File: src/rtl/serial_arith_pkg.sv
// Shared constants for the bit-serial arithmetic units: FSM encoding and default width.
package serial_arith_pkg;

   localparam int unsigned DEFAULT_WIDTH = 8;

   localparam logic [1:0] ST_IDLE  = 2'd0;
   localparam logic [1:0] ST_SHIFT = 2'd1;
   localparam logic [1:0] ST_DONE  = 2'd2;

   typedef enum logic [1:0] {
      StIdle  = ST_IDLE,
      StShift = ST_SHIFT,
      StDone  = ST_DONE
   } state_e;

endpackage

File: src/rtl/serial_subtractor_if.sv
// Start/busy/done handshake plus operand and result bus of the serial subtractor.
interface serial_subtractor_if
   import serial_arith_pkg::*;
#(
   parameter int unsigned WIDTH = DEFAULT_WIDTH
);
   logic             start;
   logic [WIDTH-1:0] a;
   logic [WIDTH-1:0] b;
   logic             busy;
   logic             done;
   logic [WIDTH-1:0] diff;
   logic             borrow;
   logic             zero;

   modport master (
      output start, a, b,
      input  busy, done, diff, borrow, zero
   );

   modport slave (
      input  start, a, b,
      output busy, done, diff, borrow, zero
   );
endinterface

File: src/rtl/full_subtractor.sv
// Single-bit full subtractor cell: d = x - y - bin, with borrow-out.
module full_subtractor (
   input  logic x,
   input  logic y,
   input  logic bin,
   output logic d,
   output logic bout
);
   assign d    = x ^ y ^ bin;
   assign bout = (~x & y) | (~(x ^ y) & bin);
endmodule

File: src/rtl/serial_subtractor.sv
// Bit-serial a - b, LSB first: one full-subtractor step per clock behind a start/busy/done
// handshake. Results are registered on entry to DONE and held until the next DONE.
module serial_subtractor
   import serial_arith_pkg::*;
#(
   parameter int unsigned WIDTH = DEFAULT_WIDTH
) (
   input logic                clk,
   input logic                nrst,
   serial_subtractor_if.slave bus
);
   localparam int unsigned     CntW    = $clog2(WIDTH + 1);
   localparam logic [CntW-1:0] LastCnt = CntW'(WIDTH - 1);

   state_e           state_q, state_d;
   logic [WIDTH-1:0] a_sr_q, a_sr_d;
   logic [WIDTH-1:0] b_sr_q, b_sr_d;
   logic [WIDTH-1:0] res_q, res_d;
   logic [WIDTH-1:0] res_next;
   logic [CntW-1:0]  cnt_q, cnt_d;
   logic             bff_q, bff_d;
   logic [WIDTH-1:0] diff_q, diff_d;
   logic             borrow_q, borrow_d;
   logic             zero_q, zero_d;
   logic             cell_d, cell_bout;

   full_subtractor u_cell (
      .x    (a_sr_q[0]),
      .y    (b_sr_q[0]),
      .bin  (bff_q),
      .d    (cell_d),
      .bout (cell_bout)
   );

   always_ff @(posedge clk or negedge nrst) begin
      if (!nrst) begin
         state_q  <= StIdle;
         a_sr_q   <= '0;
         b_sr_q   <= '0;
         res_q    <= '0;
         cnt_q    <= '0;
         bff_q    <= 1'b0;
         diff_q   <= '0;
         borrow_q <= 1'b0;
         zero_q   <= 1'b0;
      end else begin
         state_q  <= state_d;
         a_sr_q   <= a_sr_d;
         b_sr_q   <= b_sr_d;
         res_q    <= res_d;
         cnt_q    <= cnt_d;
         bff_q    <= bff_d;
         diff_q   <= diff_d;
         borrow_q <= borrow_d;
         zero_q   <= zero_d;
      end
   end

   always_comb begin
      state_d  = state_q;
      a_sr_d   = a_sr_q;
      b_sr_d   = b_sr_q;
      res_d    = res_q;
      cnt_d    = cnt_q;
      bff_d    = bff_q;
      diff_d   = diff_q;
      borrow_d = borrow_q;
      zero_d   = zero_q;
      // Result register fills from the MSB so the first bit computed ends up at bit 0.
      res_next = {cell_d, res_q[WIDTH-1:1]};

      case (state_q)
         StIdle: begin
            if (bus.start) begin
               a_sr_d  = bus.a;
               b_sr_d  = bus.b;
               bff_d   = 1'b0;
               cnt_d   = '0;
               state_d = StShift;
            end
         end
         StShift: begin
            a_sr_d = a_sr_q >> 1;
            b_sr_d = b_sr_q >> 1;
            res_d  = res_next;
            bff_d  = cell_bout;
            cnt_d  = cnt_q + CntW'(1);
            if (cnt_q == LastCnt) begin
               state_d  = StDone;
               diff_d   = res_next;
               borrow_d = cell_bout;
               zero_d   = (res_next == '0);
            end
         end
         StDone: state_d = StIdle;
         default: state_d = StIdle;
      endcase
   end

   assign bus.busy   = (state_q != StIdle);
   assign bus.done   = (state_q == StDone);
   assign bus.diff   = diff_q;
   assign bus.borrow = borrow_q;
   assign bus.zero   = zero_q;

endmodule
File: src/flat_wrapper.sv
// flat-port wrapper written by rule: the top's interface ports become plain ports
module serial_subtractor_flat import serial_arith_pkg::*;
#(
   parameter int unsigned WIDTH = DEFAULT_WIDTH
)
  (clk, nrst, bus_start, bus_a, bus_b, bus_busy, bus_done, bus_diff, bus_borrow, bus_zero);
  serial_subtractor_if #(.WIDTH(WIDTH)) bus_i ();
  input logic clk;
  input logic nrst;
  input wire logic [$bits(bus_i.start)-1:0] bus_start;
  input wire logic [$bits(bus_i.a)-1:0] bus_a;
  input wire logic [$bits(bus_i.b)-1:0] bus_b;
  output wire logic [$bits(bus_i.busy)-1:0] bus_busy;
  output wire logic [$bits(bus_i.done)-1:0] bus_done;
  output wire logic [$bits(bus_i.diff)-1:0] bus_diff;
  output wire logic [$bits(bus_i.borrow)-1:0] bus_borrow;
  output wire logic [$bits(bus_i.zero)-1:0] bus_zero;
  assign bus_i.start = bus_start;
  assign bus_i.a = bus_a;
  assign bus_i.b = bus_b;
  assign bus_busy = bus_i.busy;
  assign bus_done = bus_i.done;
  assign bus_diff = bus_i.diff;
  assign bus_borrow = bus_i.borrow;
  assign bus_zero = bus_i.zero;
  serial_subtractor #(.WIDTH(WIDTH)) u_core (.clk(clk), .nrst(nrst), .bus(bus_i));
endmodule
File: config.mk
export PLATFORM = sky130hd
export DESIGN_NAME = serial_subtractor_flat
export DESIGN_NICKNAME = d
export VERILOG_FILES = /design/src/rtl/serial_arith_pkg.sv /design/src/rtl/serial_subtractor_if.sv /design/src/rtl/full_subtractor.sv /design/src/rtl/serial_subtractor.sv /design/src/flat_wrapper.sv
export SDC_FILE = /design/constraint.sdc
export NUM_CORES = 1
export LEC_CHECK = 0
export CORE_MARGIN = 3
export CORE_UTILIZATION = 30
export DETAILED_ROUTE_END_ITERATION = 10
export GPL_ROUTABILITY_DRIVEN = 0
export PLACE_DENSITY = 0.58
export SLEW_MARGIN = 20
export SYNTH_ARGS = -nofsm -noshare
export SYNTH_HDL_FRONTEND = slang
export SYNTH_SLANG_ARGS = --single-unit
export TNS_END_PERCENT = 100
File: constraint.sdc
create_clock -name clk -period 3.2 [get_ports clk]
set_input_delay 0.48 -clock clk [delete_from_list [all_inputs] [get_ports clk]]
set_output_delay 0.48 -clock clk [all_outputs]
set_load 0.05 [all_outputs]
==> results of run 1 <==
sequential cells by signal, indices dropped and copies added, names as in the netlist:
signal / count
u_core.cnt_q: 4
u_core.bus.zero: 1
u_core.a_sr_q: 8
u_core.b_sr_q: 8
u_core.res_q: 7
u_core.bus.diff: 8
u_core.bff_q: 1
u_core.bus.borrow: 1
u_core.state_q: 2
routing by layer:
metal,wire (microns),track usage [%],up-vias
met1,1860,15.2,639
met5,0,0,-
met4,0,3.60,0
met3,184,2.91,0
li1,-,-,668
met2,1850,18.0,40
power by group:
group	switching (uW)	internal, uW
logic	579	421
registers	193	719
clock network	177	307
total	949	1450
stage by stage:
stage	utilization [%]	hold WS, ns	setup WS [ns]	instances
after detailed placement	37.2	0.478	1.02	274
after floorplan	-	0.184	1.27	176
final	39.4	0.306	0.702	281
after global routing	39.4	0.381	0.617	281
after CTS	39.4	0.350	0.672	281
after global placement	37.2	0.465	1.01	274
worst reg2reg max path: cells and delay by family, from the launching register on:
family / cells / cell delay, ns
flops: 1 / 0.70
simple gates: 2 / 0.94
mux: 1 / 0.40
area by class of cell:
class | count | area (sq um)
clock buffers | 5 | 68.8
clock inverters | 2 | 60.1
fillers | 579 | 3630
inverters | 4 | 15.0
multi-input cells | 121 | 795
flip-flops and latches | 40 | 1000
well taps | 75 | 93.8
repair buffers | 34 | 325
logic make-up (layout without fill, tap and decap cells):
logic type / after synthesis / in the layout / share of synthesized area (%)
AOI/OAI and AO/OA: 53 / 53 / 17.0
adders and majority gates: 2 / 2 / 1.74
buffers and inverters: 15 / 45 / 4.20
DFF: 40 / 40 / 53.4
muxes: 11 / 11 / 7.81
and+or+nand+nor: 55 / 55 / 15.9
cell usage in the layout, fill, tap and decap left out, types with 4 or more instances in the layout:
cell type        instances
a21oi_1                 16
a22oi_1                 14
and2b_1                 13
buf_4                    4
clkbuf_8                 5
clkdlybuf4s50_1         29
dfrtp_1                 40
inv_1                    4
mux2_4                   7
nand2_1                 28
nor2b_1                  5
o21ai_0                 17
worst max path at each step:
stage,start,end,slack [ns]
3_5_place_dp,u_core.state_q[0],u_core.bus.diff[7],1.02
6_report,u_core.state_q[0],bus_busy,0.70
3_3_place_gp,u_core.state_q[0],bus_busy,1.01
5_1_grt,u_core.state_q[0],bus_busy,0.62
4_1_cts,u_core.state_q[0],bus_busy,0.67
2_1_floorplan,u_core.state_q[1],bus_done,1.27
==> flow_summary.ini, run 1 <==
[setup_path]
r2r_cells = 3
crit_path_start_kind = flip-flop
critPathArrivalTime_ns = 2.02
crit_buf_inv = 1
crit_chain = or2_2 -> clkdlybuf4s50_1
crit_type = flip-flop to output pin
rr_endpoint = u_core.bus.diff[7]
crit_fanout = 18
crit_cells = 2
path_delay_family = buffers and inverters
cp-end-kind = output pin
required_ns = 2.72
r2r-start = u_core.state_q[0]
cp_slowest_cell = clkdlybuf4s50_1
rrSetupSlack_ns = 1.05
slowest_delay_ns = 0.80

[route]
drc = 0
route.detailed.wl_per_inst_microns = 13.9
vias = 1347
totalWireLength_microns = 3890
drt_pass1_iterations = 4
drtAntennaViolNets = 0
vias_per_cell = 4.79
drtIter0Drc = 68

[clock_tree]
ctsResizeCount = 0
cts_tree = done
post_cts_buffers = 0
clockBufferDepth = 2
cts_inserted_buffers = 5
htreeDepth = 2
clkLatencyLatePin_ns = 0.29
cts_hold_buf = 0
cts.root.buffer_cell = clkbuf_8
clock_sinks = 40
clk_pin_slew_ns = 0.08

[global_route]
grt_pass1_vias = 1369
grt.total_usage_pct = 11.4
grt_pass1_wl_microns = 6640
antenna_found_initial = 0
grt_max_degree = 41
grt-ovfl-total = 0

[final_layout]
layout-drive-gt1-share_pct = 11.2
stdcell_area_sq_um = 2360
syn2layout_area_growth_pct = 25.8
antennaDiodeCount = 0
nNetsFinal = 227

[sta]
worst_slew_pin_slew_ns = 0.894
setup-violations-final = 0
slew_headroom_pct = 40.4
rsz0062_at_grt = no
max_freq_ghz = 0.400
final.period_utilization_pct = 78.1
hold_violations = 0
skew_ns = 0.00604
period_needed_ns = 2.50
tns_ns = 0
maxSlewViolCount = 0

[yosys]
avgSynthCellArea_sq_um = 10.6
ys_seq_area_share_pct = 53.4
synthFlopType = dfrtp_1
yosysMostFrequentCell = dfrtp_1
synth_top_area_share_pct = 53.4
syn-num-nets = 197
yosysTopAreaCell = dfrtp_1
synthTopCellsByCount = 40 x dfrtp_1, 28 x nand2_1, 17 x o21ai_0
synth_area_leaders = dfrtp_1 53%, a22oi_1 5.6%, mux2_4 5.6%
synth-edff-count = 0
yosys_warnings = 0
syn_area_sq_um = 1870
ys_types = 29
ys_seq_elements = 40
synth_cells = 176
async_flop_share_pct = 100

[die]
io_pins = 31
coreArea_sq_um = 5990
fp.dieH_microns = 85.0
rows = 28
start_util_pct = 31.3
die_x_microns = 85.0
die_area_sq_um = 7230

[placed_design]
placed_cell_area_sq_um = 2230
port_buffers = 30
place_hpwl_microns = 2570

[pwr]
ir_worst_vdd_uv = 455
leakagePower_uw = 0.00105
power_density_nw_per_um2 = 1020
p_total_uw = 2400

[hold_path]
hp-class = primary input to asynchronous set/reset pin

[outcome]
status = completed

[job]
drv_cap = 0
Note: power is estimated with default switching activity, not from simulation.
==> run 2: changes to the inputs <==
Clock period 3.2 ns to 2.3 ns, I/O delays scaled along.
==> run 2 against run 1 <==
  * First-iteration DRC count down 7.4%
  * Critical path depth down 1
  * Die area unchanged
  * Cell count up 1.8%
  * Routed wire length down 1.0%
  * Clock-buffer cell count up 2
  * Core utilization about the same
  * Critical path type unchanged
  * Largest power group unchanged
==> flow_summary.ini, run 2 (same netlist as run 1, synthesis figures left out) <==
[route]
drtIter0Drc = 63
route.detailed.wl_per_inst_microns = 13.5
drtAntennaViolNets = 0
drc = 0
drt_pass1_iterations = 4
totalWireLength_microns = 3850
vias = 1384
vias_per_cell = 4.84

[sta]
max_freq_ghz = 0.550
maxSlewViolCount = 0
fin_ws_ns = 0.481
skew_ns = 0.00360
tns_ns = 0
worst_slew_pin_slew_ns = 0.489
hold_violations = 0
period_needed_ns = 1.82
slew_headroom_pct = 67.3
setup-violations-final = 0
worst_hold_slack_ns = 0.487
rsz0062_at_grt = no
final.period_utilization_pct = 79.1

[die]
fp.dieH_microns = 85.0
start_util_pct = 31.3
die_x_microns = 85.0
coreArea_sq_um = 5990
rows = 28
io_pins = 31
die_area_sq_um = 7230

[setup_path]
critPathArrivalTime_ns = 1.47
crit_buf_inv = 1
crit_fanout = 2
crit_chain = clkdlybuf4s50_1
required_ns = 1.96
cp-end-kind = output pin
crit_type = flip-flop to output pin
cp_slowest_cell = clkdlybuf4s50_1
crit_path_start_kind = flip-flop
slowest_delay_ns = 0.81
path_delay_family = buffers and inverters

[pwr]
p_total_uw = 3190
ir_worst_vdd_uv = 644
leakagePower_uw = 0.00106
power_density_nw_per_um2 = 1350

[global_route]
grt_max_degree = 25
busiest_layer = met2
met1_usage_pct = 15.0
grt.total_usage_pct = 11.9
grt_pass1_wl_microns = 6830
grt_pass1_vias = 1440
grt-ovfl-total = 0
use_met2_pct = 18.7
grtUsageMet3_pct = 3.79
antenna_found_initial = 0

[clock_tree]
cts.root.buffer_cell = clkbuf_8
clkLatencyLatePin_ns = 0.29
clk_pin_slew_ns = 0.07
clockBufferDepth = 2
post_cts_buffers = 0
clock_sinks = 40
cts_tree = done
cts_inserted_buffers = 5
htreeDepth = 2
ctsResizeCount = 0

[job]
drv_cap = 0

[hold_path]
hp-class = flip-flop to flip-flop

[placed_design]
port_buffers = 30
place_hpwl_microns = 2660
place_worst_setup_slack_ns = 0.466

[outcome]
status = completed

[final_layout]
post-route-util_pct = 39.4
syn2layout_area_growth_pct = 26.0
final_common_cell = dfrtp_1
antennaDiodeCount = 0
nNetsFinal = 232
mostFrequentLayoutCells = 40 x dfrtp_1, 28 x nand2_1, 27 x clkdlybuf4s50_1
layout-drive-gt1-share_pct = 13.7
nFillCells = 595
## run 2: changes by cell type in the layout (fill, tap and decap cells not counted), sizes merged
cell	previous run	this run
clkbuf	5	7
dlygate4sd3	0	1
buf	5	11
bufinv	2	0
clkdlybuf4s50	29	27
## run 2: power breakdown
group	switching [uW]	total (uW)	leakage, uW	internal, uW
combinational	851	1460	0.000493	605
sequential	227	1230	0.000514	1000
clock	233	500	0.0000503	267
total	1310	3190	0.00106	1870
## run 2: path summary, 6_finish.rpt
check                                        start                  to  slack, ns  depth (start not counted)
max in group asynchronous                     nrst   u_core.bus.borrow       1.13                          3
worst max-delay path            u_core.bus.diff[2]         bus_diff[2]       0.48                          1
worst max register to register   u_core.state_q[1]  u_core.bus.diff[1]       0.63                          4
worst min register to register        u_core.bff_q        u_core.bff_q       0.49                          2
min in group asynchronous                     nrst  u_core.bus.diff[7]       0.53                          2
worst min-delay path                  u_core.bff_q        u_core.bff_q       0.49                          2
## run 2: layout make-up
type / instances / area, sq um / share of cell area [%]
sequential: 40 / 1000 / 42.4
multi-input combinational: 121 / 795 / 33.7
timing repair buffer: 39 / 360 / 15.3
clock buffer: 7 / 96.3 / 4.08
tap: 75 / 93.8 / 3.97
inverter: 4 / 15.0 / 0.636
## run 2: layer usage
metal  vias to the layer above  wire, microns  part of all wire [%]
met4                         0             67                   1.7
met2                        29           1750                    45
met3                         7            185                   4.8
li1                        682              -                     -
met1                       666           1850                    48
met5                         -              0                     0
## run 2: metrics by stage
stage | instances | cell area [sq um]
final | 286 | 2360
after global routing | 286 | 2360
after CTS | 286 | 2360
after detailed placement | 278 | 2250
after global placement | 278 | 2250
after floorplan | 176 | 1870
## run 2: what timing repair did
item	CTS	global route
hold endpoints to repair	16	0
hold buffers	1	0
endpoints found under the setup margin	0	0
==> run 3: changes to the inputs <==
Clock period 2.3 ns to 1.68 ns, I/O delays scaled along.
==> run 3 against run 2 <==
  * Sequential share of layout area is 1.5 points lower
  * Clock-buffer cell count decreased by 2
  * Hold slack got worse by 0.054 ns
  * Clock skew increased by 0.0014 ns
  * Sequential power grew 37%
  * Clock power is 58% higher
  * First-iteration DRC count down 24%
  * Register-to-register slack worse by 0.43 ns
  * Global-route usage grew 0.47 points
  * Power grew 45%
  * Largest power group unchanged
  * Highest routed layer unchanged
==> flow_summary.ini, run 3 (same netlist as run 1, synthesis figures left out) <==
[global_route]
met1_usage_pct = 16.8
busiest_layer = met2
grt.total_usage_pct = 12.3
antenna_found_initial = 0
use_met2_pct = 17.9
grt-ovfl-total = 0
grt_pass1_wl_microns = 7040
grt_pass1_vias = 1470
grtUsageMet3_pct = 3.40
grt_max_degree = 23

[setup_path]
crit_type = flip-flop to output pin
critPathArrivalTime_ns = 1.37
slowest_delay_ns = 0.39
cp_slowest_cell = dfrtp_1
required_ns = 1.43
path_delay_family = flip-flops
crit_path_start_kind = flip-flop
crit_buf_inv = 2
cp-end-kind = output pin
crit_chain = buf_4 -> or2_2 -> buf_12
crit_fanout = 14

[pwr]
power_density_nw_per_um2 = 1890
ir_worst_vdd_uv = 994
leakagePower_uw = 0.00112
p_total_uw = 4620

[sta]
rsz0062_at_grt = no
fin_ws_ns = 0.0558
skew_ns = 0.00498
setup-violations-final = 0
tns_ns = 0
max_freq_ghz = 0.616
slew_headroom_pct = 68.5
worst_slew_pin_slew_ns = 0.472
final.period_utilization_pct = 96.7
hold_violations = 0
worst_hold_slack_ns = 0.434
maxSlewViolCount = 0
period_needed_ns = 1.62

[final_layout]
antennaDiodeCount = 0
nNetsFinal = 238
syn2layout_area_growth_pct = 30.6
nFillCells = 589
mostFrequentLayoutCells = 40 x dfrtp_1, 28 x nand2_1, 22 x buf_4
final_common_cell = dfrtp_1
layout-drive-gt1-share_pct = 21.6

[outcome]
status = completed

[route]
drtAntennaViolNets = 0
drtIter0Drc = 48
vias = 1397
totalWireLength_microns = 3960
vias_per_cell = 4.77
route.detailed.wl_per_inst_microns = 13.5
drc = 0
drt_pass1_iterations = 6

[clock_tree]
clk_pin_slew_ns = 0.08
clockBufferDepth = 2
htreeDepth = 2
cts_inserted_buffers = 5
ctsResizeCount = 0
clock_sinks = 40
cts_tree = done
cts.root.buffer_cell = clkbuf_8
clkLatencyLatePin_ns = 0.30

[placed_design]
port_buffers = 30
place_hpwl_microns = 2740
place_worst_setup_slack_ns = 0.136

[die]
start_util_pct = 31.3
die_area_sq_um = 7230
coreArea_sq_um = 5990
io_pins = 31
rows = 28
fp.dieH_microns = 85.0
die_x_microns = 85.0

[job]
drv_cap = 0

[hold_path]
hp-class = primary input to asynchronous set/reset pin
run 3: cell type report:
| cell class | count | area, sq um | share of cell area [%] |
|---|---|---|---|
| Sequential cell | 40 | 1000 | 40.9 |
| Multi-Input combinational cell | 121 | 797 | 32.5 |
| Timing Repair Buffer | 45 | 430 | 17.6 |
| Tap cell | 75 | 93.8 | 3.83 |
| Clock buffer | 5 | 68.8 | 2.81 |
| Clock inverter | 3 | 42.5 | 1.74 |
| Inverter | 4 | 15.0 | 0.613 |
run 3: metal layers:
layer  share of wire (%)  vias up  routed length, microns
met5                   0        -                       0
met4                 2.2        0                      87
met3                 5.2        8                     206
met2                  44       33                    1750
met1                  48      662                    1920
li1                    -      694                       -
run 3: metrics by stage:
step	utilization, %	std cells	cell area [sq um]
floorplan	-	176	1880
global placement	38.7	283	2320
detailed placement	38.7	283	2320
CTS	40.9	293	2450
global route	40.9	293	2450
finish	40.9	293	2450
run 3: worst reg2reg max path, stage by stage (launching register included):
cell and delay [ns]:
dfrtp_1 0.39, ha_1 0.20, nand2_1 0.11, nor3_4 0.19, buf_12 0.17, mux2_2 0.33
run 3: path summary, 6_finish.rpt:
kind                              startpoint                 end  slack (ns)  cells past startpoint
hold reg to reg                 u_core.bff_q        u_core.bff_q        0.50                      2
max in group asynchronous               nrst  u_core.bus.diff[1]        0.77                      3
setup reg to reg             u_core.cnt_q[0]  u_core.bus.diff[7]        0.20                      5
setup / recovery           u_core.state_q[0]            bus_busy        0.06                      3
min in group clk                u_core.bff_q        u_core.bff_q        0.50                      2
hold / removal                          nrst     u_core.cnt_q[2]        0.43                      2
run 3: report_power, final:
part / switching (uW) / internal, uW / total, uW
sequential: 309 / 1370 / 1680
combinational: 1220 / 931 / 2150
clock: 350 / 439 / 790
run 3: timing repair:
action	4_1_cts	5_1_grt
hold buffers	1	0
endpoints found under the hold margin	18	0
setup buffers	1	0
endpoints found under the setup margin	1	0
